<file path="config.mk">
export PLATFORM = sky130hd
export DESIGN_NAME = pulse_height_analyzer
export DESIGN_NICKNAME = d
export VERILOG_FILES = /design/src/rtl/pulse_height_analyzer.sv
export SDC_FILE = /design/constraint.sdc
export NUM_CORES = 1
export LEC_CHECK = 0
export ABC_CLOCK_PERIOD_IN_PS = 2730
export CAP_MARGIN = 25
export CORE_ASPECT_RATIO = 0.6
export CORE_MARGIN = 2
export CORE_UTILIZATION = 40
export CTS_BUF_LIST = sky130_fd_sc_hd__clkbuf_8
export DETAILED_ROUTE_END_ITERATION = 16
export SLEW_MARGIN = 15
export SYNTH_ARGS = -nofsm -noshare
export SYNTH_HDL_FRONTEND = slang
export SYNTH_SLANG_ARGS = --single-unit
export TNS_END_PERCENT = 20
</file>
<file path="constraint.sdc">
create_clock -name clk -period 2.73 [get_ports clk]
set_input_delay 0.546 -clock clk [delete_from_list [all_inputs] [get_ports clk]]
set_output_delay 0.546 -clock clk [all_outputs]
set_load 0.02 [all_outputs]
</file>
<file path="src/rtl/pulse_height_analyzer.sv">
// Pulse height analyzer for trapezoidal-filter output: threshold/hysteresis pulse detection,
// flat-top peak capture, and one event per pulse over valid/ready, with counted drops.
module pulse_height_analyzer #(
    parameter int DATA_WIDTH = 16,
    parameter int THRESHOLD  = 100,
    parameter int HYST       = 10,
    parameter int HOLDOFF    = 4,
    parameter int MAX_WIDTH  = 64,
    parameter int TS_WIDTH   = 32,
    parameter int WIDTH_BITS = 8,
    parameter int CNT_WIDTH  = 16
) (
    input  logic                         clk,
    input  logic                         reset,
    input  logic                         in_valid,
    input  logic signed [DATA_WIDTH-1:0] in_data,
    output logic                         ev_valid,
    input  logic                         ev_ready,
    output logic signed [DATA_WIDTH-1:0] ev_amplitude,
    output logic [TS_WIDTH-1:0]          ev_timestamp,
    output logic [WIDTH_BITS-1:0]        ev_width,
    output logic                         ev_pileup,
    output logic [CNT_WIDTH-1:0]         drop_count
);

    localparam logic signed [DATA_WIDTH-1:0] THR_HI = DATA_WIDTH'(THRESHOLD);
    localparam logic signed [DATA_WIDTH-1:0] THR_LO = DATA_WIDTH'(THRESHOLD - HYST);
    localparam int HO_W = (HOLDOFF > 1) ? $clog2(HOLDOFF + 1) : 1;
    localparam logic [HO_W-1:0] HO_INIT = HO_W'(HOLDOFF);
    // A MAX_WIDTH beyond the saturating width range can never be reached.
    localparam int MAXW_CLAMP = (MAX_WIDTH > (1 << WIDTH_BITS)) ? (1 << WIDTH_BITS) : MAX_WIDTH;
    localparam logic [WIDTH_BITS:0] MAXW = (WIDTH_BITS + 1)'(MAXW_CLAMP);

    typedef enum logic [1:0] {StIdle, StPulse, StHoldoff} state_t;

    state_t                         r_state, w_state_next;
    logic [TS_WIDTH-1:0]            r_ts_cnt;
    logic signed [DATA_WIDTH-1:0]   r_peak, w_peak_next;
    logic [TS_WIDTH-1:0]            r_peak_ts, w_peak_ts_next;
    logic [WIDTH_BITS-1:0]          r_width, w_width_next, w_width_inc;
    logic                           r_pileup, w_pileup_next;
    logic [HO_W-1:0]                r_ho_cnt, w_ho_next;
    logic                           w_emit, w_load;

    logic                           r_ev_valid;
    logic signed [DATA_WIDTH-1:0]   r_ev_amp;
    logic [TS_WIDTH-1:0]            r_ev_ts;
    logic [WIDTH_BITS-1:0]          r_ev_width;
    logic                           r_ev_pileup;
    logic [CNT_WIDTH-1:0]           r_drop_cnt;

    assign w_width_inc = (r_width == '1) ? r_width : r_width + WIDTH_BITS'(1);

    always_comb begin
        w_state_next   = r_state;
        w_peak_next    = r_peak;
        w_peak_ts_next = r_peak_ts;
        w_width_next   = r_width;
        w_pileup_next  = r_pileup;
        w_ho_next      = r_ho_cnt;
        w_emit         = 1'b0;
        unique case (r_state)
            StIdle: begin
                if (in_valid && (in_data > THR_HI)) begin
                    w_peak_next    = in_data;
                    w_peak_ts_next = r_ts_cnt;
                    w_width_next   = WIDTH_BITS'(1);
                    w_pileup_next  = 1'b0;
                    w_state_next   = StPulse;
                end
            end
            StPulse: begin
                if (in_valid) begin
                    if (in_data <= THR_LO) begin
                        // End sample is not part of the pulse; current registers form the event.
                        w_emit = 1'b1;
                        if (HOLDOFF == 0) begin
                            w_state_next = StIdle;
                        end else begin
                            w_state_next = StHoldoff;
                            w_ho_next    = HO_INIT;
                        end
                    end else begin
                        w_width_next = w_width_inc;
                        if (in_data > r_peak) begin
                            w_peak_next    = in_data;
                            w_peak_ts_next = r_ts_cnt;
                        end
                        if ({1'b0, w_width_inc} >= MAXW) begin
                            w_pileup_next = 1'b1;
                        end
                    end
                end
            end
            StHoldoff: begin
                if (r_ho_cnt <= HO_W'(1)) begin
                    w_state_next = StIdle;
                end else begin
                    w_ho_next = r_ho_cnt - HO_W'(1);
                end
            end
            default: w_state_next = StIdle;
        endcase
    end

    always_ff @(posedge clk) begin
        if (reset) begin
            r_state   <= StIdle;
            r_ts_cnt  <= '0;
            r_peak    <= '0;
            r_peak_ts <= '0;
            r_width   <= '0;
            r_pileup  <= 1'b0;
            r_ho_cnt  <= '0;
        end else begin
            r_state   <= w_state_next;
            r_ts_cnt  <= r_ts_cnt + TS_WIDTH'(1);
            r_peak    <= w_peak_next;
            r_peak_ts <= w_peak_ts_next;
            r_width   <= w_width_next;
            r_pileup  <= w_pileup_next;
            r_ho_cnt  <= w_ho_next;
        end
    end

    // Loading is allowed in the same cycle the held event is consumed.
    assign w_load = w_emit && (!r_ev_valid || ev_ready);

    always_ff @(posedge clk) begin
        if (reset) begin
            r_ev_valid  <= 1'b0;
            r_ev_amp    <= '0;
            r_ev_ts     <= '0;
            r_ev_width  <= '0;
            r_ev_pileup <= 1'b0;
            r_drop_cnt  <= '0;
        end else if (w_load) begin
            r_ev_valid  <= 1'b1;
            r_ev_amp    <= r_peak;
            r_ev_ts     <= r_peak_ts;
            r_ev_width  <= r_width;
            r_ev_pileup <= r_pileup;
        end else if (w_emit) begin
            if (r_drop_cnt != '1) begin
                r_drop_cnt <= r_drop_cnt + CNT_WIDTH'(1);
            end
        end else if (r_ev_valid && ev_ready) begin
            r_ev_valid <= 1'b0;
        end
    end

    assign ev_valid     = r_ev_valid;
    assign ev_amplitude = r_ev_amp;
    assign ev_timestamp = r_ev_ts;
    assign ev_width     = r_ev_width;
    assign ev_pileup    = r_ev_pileup;
    assign drop_count   = r_drop_cnt;

endmodule
</file>
# Word-level counts from Yosys, hierarchy flattened
# Index checks and enable logic that the tools add are counted.
# classes
n_addsub	4
order_cmp	5
eq_ne	13
muxes	35
bitwise	1
reduce_logical	16
# op_table
cell	n
$mux 32	4
$mux 16	4
$pmux 32 s2	1
$add 32x1->32 const B	1
$mux 8	4
$pmux 16 s2	1
$add 16x1->16 const B	1
$gt 16x16->1	1
$gt 16x8->1 const B	1
$le 16x8->1 const B	1
$ne 16x16->1 const B	1
$ne 2x2->1 const B	8
$pmux 8 s2	1
$reduce_and 4->1	3
$mux 1	10
$reduce_and 5->1	2
$mux 3	3
$add 8x1->8 const B	1
$eq 8x8->1 const B	1
$ge 8x7->1 const B	1
$mux 2	4
$pmux 2 s3	1
$pmux 3 s2	1
$reduce_bool 2->1	3
13 further kinds	15
# word_totals
register_bits	168
input_bits	20

# Longest topological paths before layout
# depth
depth_word	7
ltp_mapped	10
ltp_nobuf	8

# Worst setup path after synthesis
# Ideal clock, no wire load.
# synth_timing
kind	input-to-reg
startpoint	in in_data[15]
endpoint	reg r_peak[12]
setup_time_ns	0.072
t_arrival_ns	2.425
required_time_ns	2.658
setup_slack_ns	0.234
cell_stages	9
cell_sequence	ha_1 > nand4_1 > nor4_1 > o21ai_0 > nand4_1 > and4b_1 > buf_2 > buf_2 > mux2i_1
# synth_via
elab_chain_cells	4
word_cells_on_any_way	8
cone_classes	order compare: 3; eq/ne: 3; reduce/logical: 2
# synth_lines
element	line_no	text
start: declaration	16	input logic signed [DATA_WIDTH-1:0] in_data,
$gt 16x8->1	64	if (in_valid && (in_data > THR_HI)) begin
$logic_and 1x1->1	64	
$ne 2x2->1 (no line)	n/a	
$reduce_and 5->1 (no line) (*)	n/a	
end signal: assignment	118	r_peak <= w_peak_next;
end: declaration	38	logic signed [DATA_WIDTH-1:0] r_peak, w_peak_next;
# Mark *: on every way between the ends. The rest lies on a longest branch, timed or not.
# A chain may end at the register's enable or synchronous reset.

# Worst setup path after layout
# layout_timing
startpoint	in in_data[7]
endpoint	reg r_ev_amp[4] (netlist: ev_amplitude[4])
# layout_via
elab_chain_cells	5
# layout_lines
element	line_no	text
$le 16x8->1	74	if (in_data <= THR_LO) begin
$mux 1	74	
$mux 1	73	if (in_valid) begin
$mux 1	62	unique case (r_state)
$logic_and 1x1->1	127	assign w_load = w_emit && (!r_ev_valid || ev_ready);
end signal: assignment	139	r_ev_amp <= r_peak;
end: declaration	46	logic signed [DATA_WIDTH-1:0] r_ev_amp;
# No other way between the ends.

==> impl_results.md <==
- Largest net degree at the start of global routing: 77
- Initial DRC count: 296
- Die height: 109 µm
- Fin crit share: 92.9%
- Synthesized flop and latch total: 168
- Fin. max-slew vios: 0
- Mapped cell area: 7410 µm²
- Fill cell count: 1,734
- Yosys warnings: 0
- CP startpoint: in_data[7]
- Share of cells above drive strength 1: 9.04%
- Global route overflow: 0
- Hold buffers post-CTS: 0
- Placed instance area: 8850 µm²
- Tot Pwr: 4450 µW
- First-pass GRT wire length: 26,500 µm
- Worst reg2reg path endpoint: r_ts_cnt[31]
- Required @ worst endpoint: 3.08 ns
- Internal: 3290 µW
- Clock-pin slew on the worst setup and hold paths: 0.09 ns
- Fmax: 0.394 GHz
- # rows: 38
- Clock buffers created by TritonCTS: 17
- Seq pwr share: 56.3%
- Final Wtd Congestion: 0.789
- Design Area, Final: 9200 µm²
- Reg2Reg Setup Slack: 0.30 ns
- Post-route insts no fill: 1,224
- Mapped Avg Cell Area: 8.55 µm²
- Post-CTS Setup Inserts: 0
- CTS sink cnt: 168
- Register area: 3360 µm²
- Count of cell types in the netlist: 45
- Die Wd: 180 µm
- Cts repair resizes: 0
- Run status: finished, final reports clean
- Vias per cell: 4.86
- Final #Nets: 1,013
- Later-pin clock latency in the skew report: 0.45 ns
- Final Hold Vio Count: 0
- Post-route ant nets: 0
- Clock Skew: 0.0231 ns
- Worst Path Max Fanout: 26
- # DRC: 0
- Initial Util: 40.9%
- WS Path Type: in -> reg
- CP Launch Type: input pin
- CTS tree: done
- Number of buffers added on ports: 93
- CP Capture Point: ev_amplitude[4]
- CTS root buf: clkbuf_8
- Post-Syn Instances: 867
- H-tree depth: 4
- Initial antenna violation count: 0
- RSZ-0062 raised after global routing: false
- Number of flops mapped to enable cells by yosys: 0
- Inst Count DP: 1,193
- Worst hold path type: reg -> reg
- Final HPWL DP: 11,000 µm
- All-Layer GR Usage: 16.4%
- Sequential area share after synthesis: 45.4%
- Vias in the first global route: 5,349
- Clock Path Buffers: 2
- Leakage: 0.00323 µW
- Tmin final: 2.54 ns
- Util after Layout: 50.8%
- Switching portion of total power: 26.2%
- Footprint of the multi-input gates: 3780 µm²
- IO Pins: 94
- Clk pwr share: 35.4%
- Vias: 5,945
- Max Cap Violations: 0
- CP endpoint kind: flop
- Ant diodes: 0
- Setup violators final: 0
- Area growth syn-to-layout: 24.1%
- Initial DRT Pass Iterations: 6
- Psw: 1170 µW
- Asr flop ratio synth: 0%
- Power share of the combinational group: 8.3%
- Pwr Density: 484 nW/µm²
- Slew @ Worst Pin: 0.694 ns
- Ys flop type: dfxtp_1
- Slew headroom: 53.7%
- Peak supply drop: 0.260 mV
- WL per Instance: 12.9 µm
- Final wirelength: 15,800 µm
- Core area: 18,100 µm²
- Crit path DAT: 2.89 ns
- Reg2Reg Depth: 6
- Die ar.: 19,700 µm²
- Syn Nets: 908
- Worst r2r src: r_ts_cnt[3]
## worst min-delay path by stage
stage | slack [ns] | cells past startpoint | to | from
final | 0.45 | 2 | ev_pileup | r_pileup
after floorplan | 0.43 | 1 | r_ts_cnt[0] | r_ts_cnt[0]
after global placement | 0.44 | 2 | ev_width[2] | ev_width[2]
after detailed placement | 0.45 | 2 | ev_width[2] | ev_width[2]
after global routing | 0.47 | 2 | ev_timestamp[6] | r_peak_ts[6]
after CTS | 0.45 | 2 | ev_pileup | r_pileup
## power by group through the flow
stage / Sequential, µW / Clock, µW / Combinational, µW
floorplan: 2560 / 0 / 230
global placement: 2560 / 0 / 369
finish: 2510 / 1580 / 370
global route: 2510 / 1740 / 412
detailed placement: 2560 / 0 / 368
CTS: 2510 / 1640 / 372
## through the flow
step	setup TNS (ns)	hold slack (ns)	setup WS (ns)
2_1_floorplan	0	0.426	0.234
3_3_place_gp	-36.35	0.442	-0.335
3_5_place_dp	-26.73	0.447	-0.298
4_1_cts	0	0.450	0.125
5_1_grt	0	0.471	0.00700
6_report	0	0.446	0.194
## synthesized netlist by cell type (2+ instances only)
master	number	area, µm²
a211oi_1	4	30.0
a21oi_1	84	420
a31o_2	2	17.5
a31oi_1	2	12.5
and2_1	4	25.0
and3_1	12	75.1
and4_1	2	17.5
and4_4	2	22.5
buf_1	2	7.51
buf_2	7	35.0
clkbuf_1	39	146
dfxtp_1	168	3360
ha_1	21	263
inv_1	26	97.6
mux2i_1	51	510
nand2_1	144	541
nand2b_1	97	607
nand3_1	26	130
nand3b_1	2	15.0
nand4_1	17	106
nand4b_1	3	26.3
nor2_1	56	210
nor2b_1	6	37.5
nor3_1	7	35.0
nor4_1	7	43.8
o21ai_0	11	55.1
o21bai_1	2	15.0
or2b_1	2	15.0
or3_1	6	37.5
or4_1	2	15.0
xnor2_1	14	123
xor2_1	26	228
## per-layer routing
layer	global-route usage, %	vias up	routed length (µm)
li1	-	3099	-
met2	22.9	96	6260
met1	24.9	2739	8850
met3	3.28	11	556
met5	0	-	0
met4	5.05	0	91
## layout make-up
| type | instances | area share, % |
|---|---|---|
| Inverter | 26 | 1.06 |
| Clock buffer | 17 | 2.54 |
| Sequential cell | 168 | 36.6 |
| Multi-Input combinational cell | 624 | 41.1 |
| Clock inverter | 14 | 1.13 |
| Tap cell | 240 | 3.26 |
| Timing Repair Buffer | 135 | 14.3 |
## cells in the final DEF, fill, tap and decap left out, types with 12 or more instances in the layout
master,Yosys,routed
dfxtp_1,168,168
nand2_1,144,144
nand2b_1,97,96
clkdlybuf4s50_1,0,92
a21oi_1,84,84
nor2_1,56,56
mux2i_1,51,51
buf_4,0,37
inv_1,26,27
nand3_1,26,26
xor2_1,26,26
ha_1,21,21
nand4_1,17,17
clkbuf_8,0,17
xnor2_1,14,14
and3_1,12,12
## flip-flops by register name (all words and copies together), names as in the netlist
signal,flops
ev_timestamp,32
r_peak_ts,32
r_ts_cnt,32
drop_count,16
ev_amplitude,16
r_peak,16
ev_width,8
r_width,8
r_ho_cnt,3
r_state,2
ev_pileup,1
ev_valid,1
r_pileup,1
## cells by family after synthesis
family	after synthesis	synth area share, %
AO/OA/AOI/OAI	110	7.98
adder cells (fa/ha/maj)	21	3.54
buffers and inverters	75	4.02
flip-flops	168	45.4
AND/OR/NAND/NOR	402	27.5
multiplexers	51	6.89
XOR/XNOR	40	4.73
## worst max-delay path, stage by stage
cell and delay [ns]:
clkdlybuf4s50_1 0.48, nor4_1 0.39, buf_4 0.17, a21oi_1 0.07, or3_1 0.45, buf_4 0.17, nor2b_4 0.17, buf_12 0.19
nand2_1 0.07, a21oi_1 0.15
(Power assumes the default switching activity.)
